==> src/rtl/rhd_spi_sequencer.sv <==
// SPI master for one RHD conversion frame across eight headstage ports.
// Drives the shared CS/SCLK/MOSI bus and captures eight MISO lines into 16-bit words.
module rhd_spi_sequencer #(
  parameter int unsigned CLK_DIV    = 2,
  parameter int unsigned NUM_CMDS   = 35,
  parameter int unsigned CS_HIGH    = 4,
  parameter int unsigned MISO_DELAY = 0
) (
  input  logic         clk,
  input  logic         rst_n,
  input  logic         start,
  input  logic         continuous,
  output logic         busy,
  output logic         frame_done,
  output logic         CS,
  output logic         SCLK,
  output logic         MOSI,
  input  logic [7:0]   miso,
  output logic         word_valid,
  output logic [5:0]   word_index,
  output logic [127:0] word_data
);

  localparam int unsigned DIV_W  = $clog2(CLK_DIV);
  localparam int unsigned HOLD_W = $clog2(CS_HIGH);

  localparam logic [DIV_W-1:0]  DIV_LAST  = DIV_W'(CLK_DIV - 1);
  localparam logic [HOLD_W-1:0] HOLD_LAST = HOLD_W'(CS_HIGH - 1);
  localparam logic [5:0]        IDX_LAST  = 6'(NUM_CMDS - 1);

  typedef enum logic [1:0] {IDLE, SHIFT, CS_HI} state_t;

  state_t            state, state_nxt;
  logic [DIV_W-1:0]  div_cnt, div_nxt;
  logic [4:0]        half_cnt, half_nxt;
  logic [HOLD_W-1:0] hold_cnt, hold_nxt;
  logic [5:0]        cmd_idx, idx_nxt;
  logic [15:0]       cmd_nxt;
  logic              cs_nxt, sclk_nxt, mosi_nxt, busy_nxt, done_nxt;

  logic              strobe_c, strobe_d;
  logic [3:0]        bit_cnt;
  logic [127:0]      sr, sr_shift_c;

  // CONVERT(i) for the first 32 commands, READ(40+i-32) afterwards
  function automatic logic [15:0] cmd_word(input logic [5:0] idx);
    if (idx < 6'd32) cmd_word = {2'b00, idx, 8'h00};
    else             cmd_word = {2'b11, 6'(idx + 6'd8), 8'h00};
  endfunction

  // Next-state and next-output logic; outputs are registered from the next-state view
  always_comb begin
    state_nxt = state;
    div_nxt   = div_cnt;
    half_nxt  = half_cnt;
    hold_nxt  = hold_cnt;
    idx_nxt   = cmd_idx;
    case (state)
      IDLE: begin
        if (start) begin
          state_nxt = SHIFT;
          div_nxt   = '0;
          half_nxt  = '0;
          idx_nxt   = '0;
        end
      end
      SHIFT: begin
        if (div_cnt == DIV_LAST) begin
          div_nxt = '0;
          if (half_cnt == 5'd31) begin
            state_nxt = CS_HI;
            hold_nxt  = '0;
          end else begin
            half_nxt = half_cnt + 5'd1;
          end
        end else begin
          div_nxt = div_cnt + DIV_W'(1);
        end
      end
      CS_HI: begin
        if (hold_cnt == HOLD_LAST) begin
          div_nxt  = '0;
          half_nxt = '0;
          if (cmd_idx != IDX_LAST) begin
            idx_nxt   = cmd_idx + 6'd1;
            state_nxt = SHIFT;
          end else begin
            idx_nxt   = '0;
            state_nxt = continuous ? SHIFT : IDLE;
          end
        end else begin
          hold_nxt = hold_cnt + HOLD_W'(1);
        end
      end
      default: state_nxt = IDLE;
    endcase

    cmd_nxt  = cmd_word(idx_nxt);
    cs_nxt   = (state_nxt != SHIFT);
    sclk_nxt = (state_nxt == SHIFT) && half_nxt[0];
    mosi_nxt = (state_nxt == SHIFT) && cmd_nxt[4'd15 - half_nxt[4:1]];
    busy_nxt = (state_nxt != IDLE);
    done_nxt = (state_nxt == CS_HI) && (hold_nxt == HOLD_LAST) && (idx_nxt == IDX_LAST);
  end

  always_ff @(posedge clk or negedge rst_n) begin
    if (!rst_n) begin
      state      <= IDLE;
      div_cnt    <= '0;
      half_cnt   <= '0;
      hold_cnt   <= '0;
      cmd_idx    <= '0;
      CS         <= 1'b1;
      SCLK       <= 1'b0;
      MOSI       <= 1'b0;
      busy       <= 1'b0;
      frame_done <= 1'b0;
    end else begin
      state      <= state_nxt;
      div_cnt    <= div_nxt;
      half_cnt   <= half_nxt;
      hold_cnt   <= hold_nxt;
      cmd_idx    <= idx_nxt;
      CS         <= cs_nxt;
      SCLK       <= sclk_nxt;
      MOSI       <= mosi_nxt;
      busy       <= busy_nxt;
      frame_done <= done_nxt;
    end
  end

  // Sample point: last clk of each SCLK-high half-period, optionally delayed for cable skew
  assign strobe_c = (state == SHIFT) && half_cnt[0] && (div_cnt == DIV_LAST);

  generate
    if (MISO_DELAY == 0) begin : g_no_dly
      assign strobe_d = strobe_c;
    end else begin : g_dly
      logic [MISO_DELAY-1:0] pipe;
      always_ff @(posedge clk or negedge rst_n) begin
        if (!rst_n) pipe <= '0;
        else        pipe <= MISO_DELAY'({pipe, strobe_c});
      end
      assign strobe_d = pipe[MISO_DELAY-1];
    end
  endgenerate

  always_comb begin
    sr_shift_c = '0;
    for (int k = 0; k < 8; k++) begin
      sr_shift_c[16*k +: 16] = {sr[16*k +: 15], miso[k]};
    end
  end

  // Capture: the 16th strobe completes a word, published one cycle later
  always_ff @(posedge clk or negedge rst_n) begin
    if (!rst_n) begin
      sr         <= '0;
      bit_cnt    <= '0;
      word_valid <= 1'b0;
      word_index <= '0;
      word_data  <= '0;
    end else begin
      word_valid <= 1'b0;
      if (strobe_d) begin
        sr      <= sr_shift_c;
        bit_cnt <= bit_cnt + 4'd1;
        if (bit_cnt == 4'd15) begin
          word_valid <= 1'b1;
          word_index <= cmd_idx;
          word_data  <= sr_shift_c;
        end
      end
    end
  end

endmodule

==> config.mk <==
export PLATFORM = sky130hd
export DESIGN_NAME = rhd_spi_sequencer
export DESIGN_NICKNAME = d
export VERILOG_FILES = /design/src/rtl/rhd_spi_sequencer.sv
export SDC_FILE = /design/constraint.sdc
export NUM_CORES = 1
export LEC_CHECK = 0
export BUFFER_PORTS_ARGS = -buffer_cell sky130_fd_sc_hd__buf_2
export CAP_MARGIN = 10
export CORE_ASPECT_RATIO = 1.75
export CORE_MARGIN = 2
export CORE_UTILIZATION = 50
export CTS_BUF_LIST = sky130_fd_sc_hd__clkbuf_2 sky130_fd_sc_hd__clkbuf_4 sky130_fd_sc_hd__clkbuf_8
export DETAILED_ROUTE_END_ITERATION = 12
export GPL_TIMING_DRIVEN = 0
export PLACE_DENSITY_LB_ADDON = 0.15
export SLEW_MARGIN = 10
export SYNTH_ARGS = -nofsm -noshare
export SYNTH_HDL_FRONTEND = slang
export SYNTH_SLANG_ARGS = --single-unit
export TNS_END_PERCENT = 100
==> constraint.sdc <==
create_clock -name clk -period 3.13 [get_ports clk]
set_input_delay 0 -clock clk [delete_from_list [all_inputs] [get_ports clk]]
set_output_delay 0 -clock clk [all_outputs]
set_load 0.01 [all_outputs]
# == Word-level counts from Yosys, hierarchy flattened ==
# Index checks and enable logic that the tools add are counted.
# word_totals
register_bits,287
latch_bits,0
ram_bits,0
rom_bits,0
inputBits,12
output_inout_bits,140
wordCells,77
n_memories,0
# classes
n_addsub,7
mul,0
n_div,0
n_lt_le_gt_ge,2
eq_ne,13
shifts,0
n_mux,29
bitwise_logic,0
n_reduce_logical,11
# op_table
operator,n
5-bit two-way mux,4
6-bit two-way mux,3
16-bit two-way mux,1
5-bit one-hot mux with 3 select lines,1
2-bit two-way mux,7
6-bit one-hot mux with 2 select lines,1
"2-bit == test, second input constant",4
1-bit two-way mux,8
"6-bit by 1-bit adder with 6-bit output, second input constant",1
"6-bit by 4-bit adder with 6-bit output, second input constant",1
"6-bit == test, second input constant",1
1-bit logical AND,6
"6-bit < comparator, second input constant",1
"6-bit != test, second input constant",1
2-bit one-hot mux with 3 select lines,1
"5-bit by 1-bit adder with 5-bit output, second input constant",1
"5-bit == test, second input constant",1
"4-bit by 5-bit < comparator with 1-bit output, second input constant",1
"4-bit by 1-bit adder with 4-bit output, second input constant",1
1-bit binary-select mux with 4-bit select,1
"2-bit by 1-bit == test with 1-bit output, second input constant",2
"4-bit == test, second input constant",1
"2-bit != test, second input constant",2
2-bit one-hot mux with 2 select lines,1
other kinds (10),10

# == Depth between registers and ports, before layout ==
# depth
word_depth,9
mapped_depth,12
ltp_nobuf,12

# == Least setup slack after synthesis ==
# No wires, ideal clock.
# synth_path
path_type,reg-to-reg
startpoint,register state[0]
endpoint,register MOSI
setup_ns,0.132
arrival_time_ns,2.358
required_ns,2.998
slack_ns,0.640
stages_incl_launch_ff,11
path_buffers,1
period_less_slack_ns,2.490
cell_sequence,dfrtp_1 inv_1 ha_1 buf_1 or4b_2 nand3_1 ha_1 inv_1 mux2i_1 a221oi_1 a211oi_1
# synth_via
elab_chain_cells,7
elab_cells_between_ends,18
cone_classes,2 x add/sub; 1 x order compare; 3 x eq/ne; 10 x mux; 2 x reduce/logical
# synth_lines
item,line_no,rtl
"start, declared",33,"state_t state, state_nxt;"
"start signal, assigned",119,state <= state_nxt;
2-bit == test / 2-bit zero test (equally long branches),58,case (state)
6-bit one-hot mux with 2 select lines (*),58,
named net idx_nxt[4],37,"logic [5:0] cmd_idx, idx_nxt;"
6-bit by 4-bit adder with 6-bit output / 6-bit < comparator (equally long branches),"48, 47",
16-bit two-way mux (*),47,"if (idx < 6'd32) cmd_word = {2'b00, idx, 8'h00};"
1-bit binary-select mux with 4-bit select (*),101,mosi_nxt = (state_nxt == SHIFT) && cmd_nxt[4'd15 - half_nxt[4:1]];
1-bit two-way mux (not written as such) (*),101,
1-bit logical AND (*),101,
named net mosi_nxt,39,"logic cs_nxt, sclk_nxt, mosi_nxt, busy_nxt, done_nxt;"
"end signal, assigned",126,MOSI <= mosi_nxt;
"end, declared",17,"output logic MOSI,"
# Mark *: on every way through the listed nets, which the timed path passes. The rest lies on a longest branch. The select of a mux whose other input is x is not followed.
# A chain may end at the register's enable or synchronous reset.

# == Final worst setup path ==
# Ends and elaborated chain as after synthesis.

==> qor.yml <==
row_count: 71
busiest_layer: "met2"
io_pins: 152
required_ns: 3.55
synth_top_cell_area_share_pct: 64.0
rsz0062_at_grt: "false"
outcome: "finished, final reports clean"
final_cell_mix: "nand2_1 (382), dfrtp_1 (279), buf_2 (166), mux2_2 (134), clkbuf_8 (50)"
drive_above_1_share_pct: 31.7
stdcell_area_mm2: 0.0130
p_per_area_mw_per_mm2: 518
route.antenna.remaining_nets: 0
vdd_ir_drop_max_mv: 0.318
worstMarginPinSlew_ns: 0.647
hold_viol: 0
drt-total-wl_um: 21600
syn-num-nets: 974
coreArea_mm2: 0.0215
grt_max_degree: 112
synth-edff-count: 0
grt_pass1_wl_um: 35900
finClkSkew_ns: 0.0196
clk_latency_ns: 0.55
n_antenna_cell: 0
critPathArrivalTime_ns: 3.31
met1_usage_pct: 23.0
leakagePower_nw: 7.13
avgSynthCellArea_um2: 11.5
cp_max_fo: 10
reg2reg_from: "state[0]$_DFF_PN0_"
period_share_pct: 92.3
crit_path_start: "state[0]$_DFF_PN0_"
drc: 0
drtPass1Iterations: 4
gr-total-overflow: 0
setup.worst_path.start_class: "flip-flop"
period_minus_slack_ns: 2.89
regArea_mm2: 0.00701
ys_seq_elements: 280
synthCells: 953
synth_area_leaders: "dfrtp_1 (64%), mux2_2 (14%), nand2_1 (13%)"
clockRootBuffer: "clkbuf_8"
cts_buffers: 42
cts_tree: "yes"
viasPerCell: 5.02
clk_pin_slew_worst_paths_ns: 0.06
ys_dominant_reg_cell: "dfrtp_1"
placement.io_buffers: 151
num_vias: 7390
area_growth_pct: 19.2
critPathCaptureType: "flip-flop"
nNetsFinal: 1182
htree_levels: 2
dieArea_mm2: 0.0231
multi_input_area_mm2: 0.00369
clock_sinks: 280
grtUsageMet2_pct: 34.3
grt.total_usage_pct: 19.5
dieHeight_um: 199
synth.distinct_cells: 46
first_global_vias: 7304
fmax_ghz: 0.346
path_class: "reg -> reg"
final_common_cell: "nand2_1"
hp-class: "in -> async"
start_util_pct: 50.8
slew_headroom_pct: 56.7
total_power_w: 0.00674
seq_area_frac_synth_pct: 64.2
report.final.slew_viol_count: 0
fill_cells: 1869
drt_iter0_drc: 411
synth_warnings: 0
async_flop_share_pct: 100
setup_viol: 0
gp_congestion: 0.774
antenna_found_initial: 0
cts_buffer_depth: 3
yosysTopAreaCell: "dfrtp_1"
die-width_um: 116
grt_use_met3_pct: 4.52
max-cap-violations: 0
placed_area_mm2: 0.0121
synth_area_mm2: 0.0109
dp.final_hpwl_um: 14700
wire_per_inst_um: 14.7
==> state kept, by name (all words and copies together), names as in the netlist <==
register and count:
div_cnt 1, SCLK 1, word_index 6, state 2, busy 1, word_valid 1, bit_cnt 4, half_cnt 5
MOSI 1, frame_done 1, sr 120, hold_cnt 2, word_data 128, cmd_idx 6, CS 1
==> synthesized netlist by cell type, types with 2 or more instances <==
library cell,instances
nand2_1,382
dfrtp_1,279
mux2_2,134
clkbuf_1,22
buf_2,16
inv_1,10
buf_1,9
ha_1,9
o21ai_0,9
nand3_1,8
nor2_1,8
nand4_1,7
a21oi_1,5
o31ai_1,4
xnor2_1,4
and3_1,3
nand3b_1,3
nor3_1,3
or3_1,3
a211o_1,2
a21o_1,2
a22o_1,2
and2_1,2
mux2i_1,2
nor2b_1,2
o211ai_1,2
o2bb2ai_1,2
==> worst paths after layout <==
kind	end	slack (ns)	cells after the start
worst max-delay path	MOSI$_DFF_PN0_	0.24	10
worst min-delay path	sr[82]$_DFFE_PN0P_	0.03	2
worst max register to register	MOSI$_DFF_PN0_	0.24	10
worst min register to register	sr[78]$_DFFE_PN0P_	0.47	2
max in group asynchronous	word_data[102]$_DFFE_PN0P_	1.76	4
min in group clk	sr[64]$_DFFE_PN0P_	0.20	4
==> per-layer routing <==
layer  part of all wire (%)  vias to the layer above  wire, µm
met5                      0                        -         0
met4                    2.3                        0       497
met3                    4.9                       44      1070
met2                     53                      164     11400
met1                     40                     3658      8600
li1                       -                     3524         -
==> cells by family after synthesis <==
logic type | share of synthesized area [%]
AOI/OAI and AO/OA | 2.52
xor gates and xnor gates | 0.321
adders and majority gates | 1.03
buffers and inverters | 2.14
DFF | 64.2
muxes | 14.0
and+or+nand+nor | 15.8
==> worst max-delay path, cell delays in order (launching register included) <==
cell and delay (ns):
dfrtp_1 0.43, inv_1 0.13, ha_1 0.24, buf_1 0.40, or4b_2 0.62, nand3_1 0.22, ha_1 0.27, inv_1 0.05
mux2i_1 0.06, a221oi_1 0.25, a211oi_1 0.07
==> power breakdown <==
part / internal [W] / switching [W] / total [W]
Clock: 0.00156 / 0.00130 / 0.00286
Combinational: 0.0000455 / 0.0000989 / 0.000144
Sequential: 0.00368 / 0.0000461 / 0.00373
Total: 0.00529 / 0.00145 / 0.00674
==> stage by stage <==
stage / hold WS, ns / cells / setup TNS (ns) / util (%) / setup slack (ns)
4_1_cts: 0.0363 / 1473 / 0 / 60.5 / 0.146
5_1_grt: 0.0954 / 1472 / 0 / 60.5 / 0.0448
3_3_place_gp: 0.207 / 1396 / -865.09 / 56.0 / -3.11
3_5_place_dp: 0.0445 / 1398 / -10.07 / 56.3 / -0.239
2_1_floorplan: -0.296 / 953 / 0 / - / 0.640
6_report: 0.0313 / 1472 / 0 / 60.5 / 0.242
==> layout make-up <==
type                    count  area share, %
flip-flops and latches    280           53.9
multi-input cells         616           28.3
repair buffers            165           7.23
clock buffers              62           5.98
well taps                 292           2.81
plain buffers              46           1.48
inverters                  10          0.288
clock inverters             1         0.0385
==> what timing repair did <==
item / CTS / global route
setup buffers: 0 / 0
resized for setup: 2 / 1
endpoints found under the hold margin: 145 / 0
hold buffers: 12 / 0
endpoints found under the setup margin: 69 / 40
(Power assumes the default switching activity.)
